===== src/rtl/dmem_arbiter_if.sv =====
// Bus bundle between the CPU data port, the aux master, the dmem port and the arbiter.
interface dmem_arbiter_if;
  // CPU data port
  logic        cpu_req;
  logic        cpu_we;
  logic [2:0]  cpu_op;
  logic [31:0] cpu_addr;
  logic [31:0] cpu_wdata;
  logic        cpu_stall;
  logic [31:0] cpu_rdata;
  logic        cpu_rvalid;
  // Auxiliary master (debug loader / DMA)
  logic        aux_req;
  logic        aux_we;
  logic [2:0]  aux_op;
  logic [31:0] aux_addr;
  logic [31:0] aux_wdata;
  logic        aux_gnt;
  logic [31:0] aux_rdata;
  logic        aux_rvalid;
  // Shared dmem port
  logic [31:0] mem_addr;
  logic [31:0] mem_datain;
  logic [2:0]  mem_op;
  logic        mem_we;
  logic [31:0] mem_dataout;
  // Status
  logic [15:0] stall_count;

  // Arbiter side
  modport slave (
    input  cpu_req, cpu_we, cpu_op, cpu_addr, cpu_wdata,
    output cpu_stall, cpu_rdata, cpu_rvalid,
    input  aux_req, aux_we, aux_op, aux_addr, aux_wdata,
    output aux_gnt, aux_rdata, aux_rvalid,
    output mem_addr, mem_datain, mem_op, mem_we,
    input  mem_dataout,
    output stall_count
  );

  // Environment side (masters and memory)
  modport master (
    output cpu_req, cpu_we, cpu_op, cpu_addr, cpu_wdata,
    input  cpu_stall, cpu_rdata, cpu_rvalid,
    output aux_req, aux_we, aux_op, aux_addr, aux_wdata,
    input  aux_gnt, aux_rdata, aux_rvalid,
    input  mem_addr, mem_datain, mem_op, mem_we,
    output mem_dataout,
    input  stall_count
  );
endinterface


===== src/rtl/dmem_arbiter.sv =====
// Two-master dmem arbiter: CPU has priority, aux is guaranteed a slot after WAIT_LIMIT
// consecutive denied cycles. Read data is routed back by tracking who issued the last read.
module dmem_arbiter #(
  parameter int unsigned WAIT_LIMIT = 4  // legal 1..255
) (
  input logic            clock,
  input logic            reset,
  dmem_arbiter_if.slave  bus
);

  localparam logic [7:0] Limit = WAIT_LIMIT[7:0];

  typedef enum logic [1:0] {
    OwnNone = 2'd0,
    OwnCpu  = 2'd1,
    OwnAux  = 2'd2
  } owner_e;

  logic [7:0]  wait_cnt_q, wait_cnt_d;
  owner_e      rsp_owner_q, rsp_owner_d;
  logic [15:0] stall_count_q, stall_count_d;

  logic grant_aux, grant_cpu;

  // Grant decision and dmem port mux
  always_comb begin
    grant_aux = bus.aux_req & (~bus.cpu_req | (wait_cnt_q >= Limit));
    grant_cpu = bus.cpu_req & ~grant_aux;

    bus.aux_gnt    = grant_aux;
    bus.cpu_stall  = bus.cpu_req & grant_aux;

    bus.mem_addr   = 32'h0;
    bus.mem_datain = 32'h0;
    bus.mem_op     = 3'h0;
    bus.mem_we     = 1'b0;
    if (grant_aux) begin
      bus.mem_addr   = bus.aux_addr;
      bus.mem_datain = bus.aux_wdata;
      bus.mem_op     = bus.aux_op;
      bus.mem_we     = bus.aux_we;
    end else if (grant_cpu) begin
      bus.mem_addr   = bus.cpu_addr;
      bus.mem_datain = bus.cpu_wdata;
      bus.mem_op     = bus.cpu_op;
      bus.mem_we     = bus.cpu_we;
    end
  end

  // Read data is shared; only the valid flags depend on who issued the read
  always_comb begin
    bus.cpu_rdata   = bus.mem_dataout;
    bus.aux_rdata   = bus.mem_dataout;
    bus.cpu_rvalid  = (rsp_owner_q == OwnCpu);
    bus.aux_rvalid  = (rsp_owner_q == OwnAux);
    bus.stall_count = stall_count_q;
  end

  // Next state: aux wait counter, response owner, stall statistics
  always_comb begin
    wait_cnt_d    = wait_cnt_q;
    rsp_owner_d   = OwnNone;
    stall_count_d = stall_count_q;

    if (grant_aux || !bus.aux_req) begin
      wait_cnt_d = 8'd0;
    end else if (wait_cnt_q < Limit) begin
      wait_cnt_d = wait_cnt_q + 8'd1;
    end

    if (grant_cpu && !bus.cpu_we) begin
      rsp_owner_d = OwnCpu;
    end else if (grant_aux && !bus.aux_we) begin
      rsp_owner_d = OwnAux;
    end

    if (bus.cpu_stall && (stall_count_q != 16'hFFFF)) begin
      stall_count_d = stall_count_q + 16'd1;
    end
  end

  // State registers with synchronous reset
  always_ff @(posedge clock) begin
    if (reset) begin
      wait_cnt_q    <= 8'd0;
      rsp_owner_q   <= OwnNone;
      stall_count_q <= 16'd0;
    end else begin
      wait_cnt_q    <= wait_cnt_d;
      rsp_owner_q   <= rsp_owner_d;
      stall_count_q <= stall_count_d;
    end
  end

endmodule


===== src/flat_wrapper.sv =====
// flat-port wrapper written by rule: the top's interface ports become plain ports
module dmem_arbiter_flat 
#(
  parameter int unsigned WAIT_LIMIT = 4                 
)
  (clock, reset, bus_cpu_req, bus_cpu_we, bus_cpu_op, bus_cpu_addr, bus_cpu_wdata, bus_cpu_stall, bus_cpu_rdata, bus_cpu_rvalid, bus_aux_req, bus_aux_we, bus_aux_op, bus_aux_addr, bus_aux_wdata, bus_aux_gnt, bus_aux_rdata, bus_aux_rvalid, bus_mem_addr, bus_mem_datain, bus_mem_op, bus_mem_we, bus_mem_dataout, bus_stall_count);
  dmem_arbiter_if bus_i ();
  input logic clock;
  input logic reset;
  input wire logic [$bits(bus_i.cpu_req)-1:0] bus_cpu_req;
  input wire logic [$bits(bus_i.cpu_we)-1:0] bus_cpu_we;
  input wire logic [$bits(bus_i.cpu_op)-1:0] bus_cpu_op;
  input wire logic [$bits(bus_i.cpu_addr)-1:0] bus_cpu_addr;
  input wire logic [$bits(bus_i.cpu_wdata)-1:0] bus_cpu_wdata;
  output wire logic [$bits(bus_i.cpu_stall)-1:0] bus_cpu_stall;
  output wire logic [$bits(bus_i.cpu_rdata)-1:0] bus_cpu_rdata;
  output wire logic [$bits(bus_i.cpu_rvalid)-1:0] bus_cpu_rvalid;
  input wire logic [$bits(bus_i.aux_req)-1:0] bus_aux_req;
  input wire logic [$bits(bus_i.aux_we)-1:0] bus_aux_we;
  input wire logic [$bits(bus_i.aux_op)-1:0] bus_aux_op;
  input wire logic [$bits(bus_i.aux_addr)-1:0] bus_aux_addr;
  input wire logic [$bits(bus_i.aux_wdata)-1:0] bus_aux_wdata;
  output wire logic [$bits(bus_i.aux_gnt)-1:0] bus_aux_gnt;
  output wire logic [$bits(bus_i.aux_rdata)-1:0] bus_aux_rdata;
  output wire logic [$bits(bus_i.aux_rvalid)-1:0] bus_aux_rvalid;
  output wire logic [$bits(bus_i.mem_addr)-1:0] bus_mem_addr;
  output wire logic [$bits(bus_i.mem_datain)-1:0] bus_mem_datain;
  output wire logic [$bits(bus_i.mem_op)-1:0] bus_mem_op;
  output wire logic [$bits(bus_i.mem_we)-1:0] bus_mem_we;
  input wire logic [$bits(bus_i.mem_dataout)-1:0] bus_mem_dataout;
  output wire logic [$bits(bus_i.stall_count)-1:0] bus_stall_count;
  assign bus_i.cpu_req = bus_cpu_req;
  assign bus_i.cpu_we = bus_cpu_we;
  assign bus_i.cpu_op = bus_cpu_op;
  assign bus_i.cpu_addr = bus_cpu_addr;
  assign bus_i.cpu_wdata = bus_cpu_wdata;
  assign bus_cpu_stall = bus_i.cpu_stall;
  assign bus_cpu_rdata = bus_i.cpu_rdata;
  assign bus_cpu_rvalid = bus_i.cpu_rvalid;
  assign bus_i.aux_req = bus_aux_req;
  assign bus_i.aux_we = bus_aux_we;
  assign bus_i.aux_op = bus_aux_op;
  assign bus_i.aux_addr = bus_aux_addr;
  assign bus_i.aux_wdata = bus_aux_wdata;
  assign bus_aux_gnt = bus_i.aux_gnt;
  assign bus_aux_rdata = bus_i.aux_rdata;
  assign bus_aux_rvalid = bus_i.aux_rvalid;
  assign bus_mem_addr = bus_i.mem_addr;
  assign bus_mem_datain = bus_i.mem_datain;
  assign bus_mem_op = bus_i.mem_op;
  assign bus_mem_we = bus_i.mem_we;
  assign bus_i.mem_dataout = bus_mem_dataout;
  assign bus_stall_count = bus_i.stall_count;
  dmem_arbiter #(.WAIT_LIMIT(WAIT_LIMIT)) u_core (.clock(clock), .reset(reset), .bus(bus_i));
endmodule

===== config.mk =====
export PLATFORM = sky130hd
export DESIGN_NAME = dmem_arbiter_flat
export DESIGN_NICKNAME = d
export VERILOG_FILES = /design/src/rtl/dmem_arbiter_if.sv /design/src/rtl/dmem_arbiter.sv /design/src/flat_wrapper.sv
export SDC_FILE = /design/constraint.sdc
export NUM_CORES = 1
export LEC_CHECK = 0
export CAP_MARGIN = 20
export CORE_AREA = 2 2 124 126
export CTS_BUF_LIST = sky130_fd_sc_hd__clkbuf_4 sky130_fd_sc_hd__clkbuf_8 sky130_fd_sc_hd__clkbuf_16
export DETAILED_ROUTE_END_ITERATION = 8
export DIE_AREA = 0 0 126 128
export PLACE_DENSITY = 0.66
export RECOVER_POWER = 50
export SYNTH_ARGS = -nofsm -noshare
export SYNTH_HDL_FRONTEND = slang
export SYNTH_SLANG_ARGS = --single-unit

===== constraint.sdc =====
create_clock -name clock -period 2.5 [get_ports clock]
set_input_delay 0.625 -clock clock [delete_from_list [all_inputs] [get_ports clock]]
set_output_delay 0.625 -clock clock [all_outputs]
set_load 0.02 [all_outputs]

* Word-level counts from Yosys, hierarchy flattened
Cells that the tools add are included.
** Storage, ports and cells
- Flip-flop bits (word level) :: 26
- Input bits :: 172
- Word-level logic and storage cells :: 36
** Operators by class
- Magnitude comparators :: 2
- Mux-type cells :: 10
- Reductions and logical operators :: 9
- Add/sub/neg operators :: 2
- Eq/ne operators :: 3
- Bitwise gates (word level) :: 6
** Operators with widths (number)
- two-way mux 32 bit :: 4
- adder 16 x 1 -> 16 bit (second input constant) :: 1
- inequality test 16 bit (second input constant) :: 1
- adder 8 x 1 -> 8 bit (second input constant) :: 1
- greater-or-equal comparator 8 x 3 -> 1 bit (second input constant) :: 1
- less-than comparator 8 x 3 -> 1 bit (second input constant) :: 1
- two-way mux 3 bit :: 2
- OR reduction 2 bit :: 2
- bitwise AND 1 bit :: 3
- logical AND 1 bit :: 3
- logical NOT 1 bit :: 3
- two-way mux 1 bit :: 3
- == test 2 x 1 -> 1 bit (second input constant) :: 1
- == test 2 bit (second input constant) :: 1
- two-way mux 2 bit :: 1
- inverter 1 bit :: 2
- logical OR 1 bit :: 1
- bitwise OR 1 bit :: 1

* Depth between registers and ports, before layout
- Depth after elaboration :: 7
- Mapped depth :: 7
- Gate-level depth less buffers :: 5

* Worst setup path before layout
Ideal clock, no wire load.
- Path type :: input -> output
- Start point :: input bus_cpu_req
- End point :: output bus_mem_datain[14]
- Arrival :: 2.036 ns
- Required time :: 1.875 ns
- Path slack :: -0.161 ns
- Cell stages on the path :: 7
- Cells stage by stage :: buf_2 a31oi_1 clkbuf_1 buf_2 clkbuf_1 nand2_1 o21ai_0
** Between the ends
- Word-level cells in the longest chain between the ends :: 7
** RTL lines
- from (decl) :: RTL line flat_wrapper.sv:10 : input wire logic [$bits(bus_i.cpu_req)-1:0] bus_cpu_req;
- inverter 1 bit :: RTL line dmem_arbiter.sv:27 : grant_aux = bus.aux_req & (~bus.cpu_req | (wait_cnt_q >= Limit));
- bitwise OR 1 bit :: RTL line dmem_arbiter.sv:27
- bitwise AND 1 bit :: RTL line dmem_arbiter.sv:27
- inverter 1 bit :: RTL line dmem_arbiter.sv:28 : grant_cpu = bus.cpu_req & ~grant_aux;
- bitwise AND 1 bit :: RTL line dmem_arbiter.sv:28
- two-way mux 32 bit :: RTL line dmem_arbiter.sv:42 : end else if (grant_cpu) begin
- two-way mux 32 bit (*) :: RTL line dmem_arbiter.sv:37 : if (grant_aux) begin
- to (decl) :: RTL line flat_wrapper.sv:27 : output wire logic [$bits(bus_i.mem_datain)-1:0] bus_mem_datain;
Mark *: on every way between the ends. The rest lies on a longest branch, timed or not.

* Worst setup path after layout
- Start point :: register u_core.wait_cnt_q[7]
- End point :: output bus_mem_addr[2]
** Between the ends
- Word-level cells in the longest chain between the ends :: 7
** RTL lines
- from (decl) :: RTL line dmem_arbiter.sv:19 : logic [7:0] wait_cnt_q, wait_cnt_d;
- from (signal assigned) :: RTL line dmem_arbiter.sv:89 : wait_cnt_q <= wait_cnt_d;
- greater-or-equal comparator 8 x 3 -> 1 bit (*) :: RTL line dmem_arbiter.sv:27
- bitwise OR 1 bit (*) :: RTL line dmem_arbiter.sv:27
- bitwise AND 1 bit (*) :: RTL line dmem_arbiter.sv:27
- inverter 1 bit :: RTL line dmem_arbiter.sv:28
- bitwise AND 1 bit :: RTL line dmem_arbiter.sv:28
- two-way mux 32 bit :: RTL line dmem_arbiter.sv:42
- two-way mux 32 bit (*) :: RTL line dmem_arbiter.sv:37
- to (decl) :: RTL line flat_wrapper.sv:26 : output wire logic [$bits(bus_i.mem_addr)-1:0] bus_mem_addr;
Marks and branches as above.

==> impl_results.md <==
- Slew @ Worst Pin: 0.752 ns
- # fillers: 1,615
- CTS tree: done
- Routed length on met2: 6180 um
- Root buffer cell: clkbuf_16
- # nets final: 771
- Area growth from synthesis to layout: 88.5%
- Ant. Diodes: 0
- Detailed Route Iter0 Violations: 170
- Share of cells above drive strength 1: 20.2%
- Hpwl dp: 12,100 um
- Port Buffers: 227
- Synth Instances: 420
- Critical Path End Type: output port
- Critical Path Fanout Max: 15
- Pre-Repair DR Iteration Count: 4
- Die Width: 126 um
- Worst Path Required: 1.88 ns
- Vias per cell: 4.39
- Flops & latches, synth: 26
- Core area: 14,900 um^2
- Mean post-synth cell area: 6.22 um^2
- Multi-input combinational cell area: 1550 um^2
- Total GRT Usage: 16.8%
- Clk sink count: 26
- Max VDD drop: 228 uV
- Worst skew pair latency: 0.26 ns
- Unique masters post-synth: 37
- Worst Skew: 0.00603 ns
- Final Max Slew Viols: 0
- CP Launch Type: register
- Register area share after synthesis: 19.9%
- Synth warn: 0
- Global route total overflow: 0
- Leak pwr: 2.06 nW
- Dominant cell type by area after synthesis: nand2_1
- Initial antenna violation count: 0
- Post-synth top area share: 20.5%
- Die area: 16,100 um^2
- Final wirelength: 15,200 um
- Clock-pin slew on the worst setup and hold paths: 0.06 ns
- GP Congestion: 0.774
- Number of max-cap violations: 0
- Crit path kind: register to output port
- Routed Antenna Nets: 0
- Final Cycle Share: 97.5%
- Final setup vio count: 0
- Largest net degree at the start of global routing: 41
- Status: finished clean
- CTS Buffer Depth: 2
- Worst relative slew slack: 49.5%
- Htree depth: 1
- Critical Path AT: 1.81 ns
- WHS: 0.463 ns
- Residual DRC: 0
- Rows: 45
- Highest Clock Rate: 410 MHz
- Vias in the first global route: 3,178
- Highest routed layer: met4
- Num CTS Buffers: 3
- IO Pins: 324
- Largest cells by area after synthesis: nand2_1 (21%), dfxtp_1 (20%), buf_4 (18%)
- Hold Fails Final Rpt: 0
- Area occupied by registers: 520 um^2
- First-pass GRT wire length: 20,400 um
- Die height: 128 um
- Power per cell area: 333 nW/um^2
- Clock period minus worst slack: 2.44 ns
- Wire length on met1: 5460 um
- Initial Util: 17.6%
- Mapped Area: 2610 um^2
- Final Power: 1.64 mW
- Vias: 3,441
- RSZ-0062 raised after global routing: yes
- Met3 WL: 3310 um
- Routed len/inst: 19.4 um
- Min-delay worst type: register to register
[critical path, cell delays in order (launching register included)]
cell and delay, ns:
dfxtp_1 0.33, nor4_4 0.34, a31oi_4 0.17, buf_12 0.18
buf_4 0.15, o21ai_0 0.19, buf_2 0.20
[synth_stat cells, drive strengths merged]
master / number
nor2: 5
nor4b: 1
inv: 5
a41oi: 1
nor4: 4
a211oi: 1
or4b: 3
o21a: 1
a21o: 1
or3: 3
o21ai: 70
a41o: 1
mux2: 1
nor3b: 1
a311oi: 1
and2: 1
nor3: 2
o31ai: 8
nand4: 6
ha: 3
conb: 1
dfxtp: 26
buf: 69
a31oi: 1
nand2: 143
and3: 2
o41ai: 3
clkbuf: 23
nand3: 6
or4: 9
a21oi: 14
nor2b: 3
and4: 1
[final timing paths]
kind	start	end	slack [ns]	cells past startpoint
hold / removal	u_core.wait_cnt_q[0]$_SDFFE_PP0N_	u_core.wait_cnt_q[0]$_SDFFE_PP0N_	0.46	1
setup / recovery	u_core.wait_cnt_q[7]$_SDFFE_PP0N_	bus_mem_addr[2]	0.06	6
setup reg to reg	u_core.bus.stall_count[0]$_SDFFE_PP0P_	u_core.bus.stall_count[10]$_SDFFE_PP0P_	0.30	5
hold reg to reg	u_core.wait_cnt_q[0]$_SDFFE_PP0N_	u_core.wait_cnt_q[0]$_SDFFE_PP0N_	0.46	1
[final cells by class]
class                           instances  area share (%)
Clock buffer                            3            1.52
Clock inverter                          1           0.610
Inverter                                5           0.381
Multi-Input combinational cell        301            31.5
Sequential cell                        26            10.6
Tap cell                              188            4.78
Timing Repair Buffer                  259            50.6
[registers in the layout, indices dropped and copies added (netlist names)]
| signal | count |
|---|---|
| u_core.bus.stall_count | 16 |
| u_core.rsp_owner_q | 2 |
| u_core.wait_cnt_q | 8 |
[routing by layer]
layer,global-route usage [%],vias up
met5,0,-
met4,3.75,0
met3,16.6,29
met2,23.5,182
met1,18.0,1519
li1,-,1711
[metrics by stage]
stage / std cells / TNS (ns) / area [um^2] / worst slack, ns / utilization, %
after global placement: 767 / -41.39 / 4780 / -0.733 / 32.2
after CTS: 778 / -0.0583 / 4830 / -0.00979 / 32.5
final: 783 / 0 / 4920 / 0.0619 / 33.1
after global routing: 783 / -0.0269 / 4920 / -0.00989 / 33.1
after floorplan: 424 / 0 / 2630 / 0.0109 / -
after detailed placement: 767 / -40.78 / 4780 / -0.731 / 32.2
[logic make-up after synthesis]
kind of cell	count (synthesis)	share of synthesized area [%]
adder cells (fa/ha/maj)	3	1.44
flip-flops	26	19.9
AO/OA/AOI/OAI	102	21.7
multiplexers	1	0.431
AND/OR/NAND/NOR	190	32.9
buffers and inverters	97	23.4
other	1	0.144
[layout by cell type (no fill, tap or decap), drive strengths merged, types with 2 or more instances in the layout]
master,n
nor3,2
o31ai,8
nor4,4
nand3,6
dlygate4sd2,4
nor2b,3
nand2,143
dlygate4sd3,11
nand4,6
o41ai,3
buf,91
or4b,3
ha,3
and3,2
clkbuf,11
o21ai,70
inv,5
or3,3
dfxtp,26
conb,5
or4,9
a21oi,14
nor2,5
clkdlybuf4s50,144
[repair_timing]
action                     CTS  global route
resized for setup          280            40
cloned                       3             4
hold buffers                 0             0
setup endpoints to repair   70            63
pin swaps                    1             1
setup buffers                4             2
[power by group]
| group | switching [mW] | internal [mW] | total (mW) |
|---|---|---|---|
| clock | 0.142 | 0.318 | 0.460 |
| combinational | 0.355 | 0.397 | 0.752 |
| sequential | 0.00527 | 0.421 | 0.427 |
No activity file was read; power rests on OpenSTA's default activity.
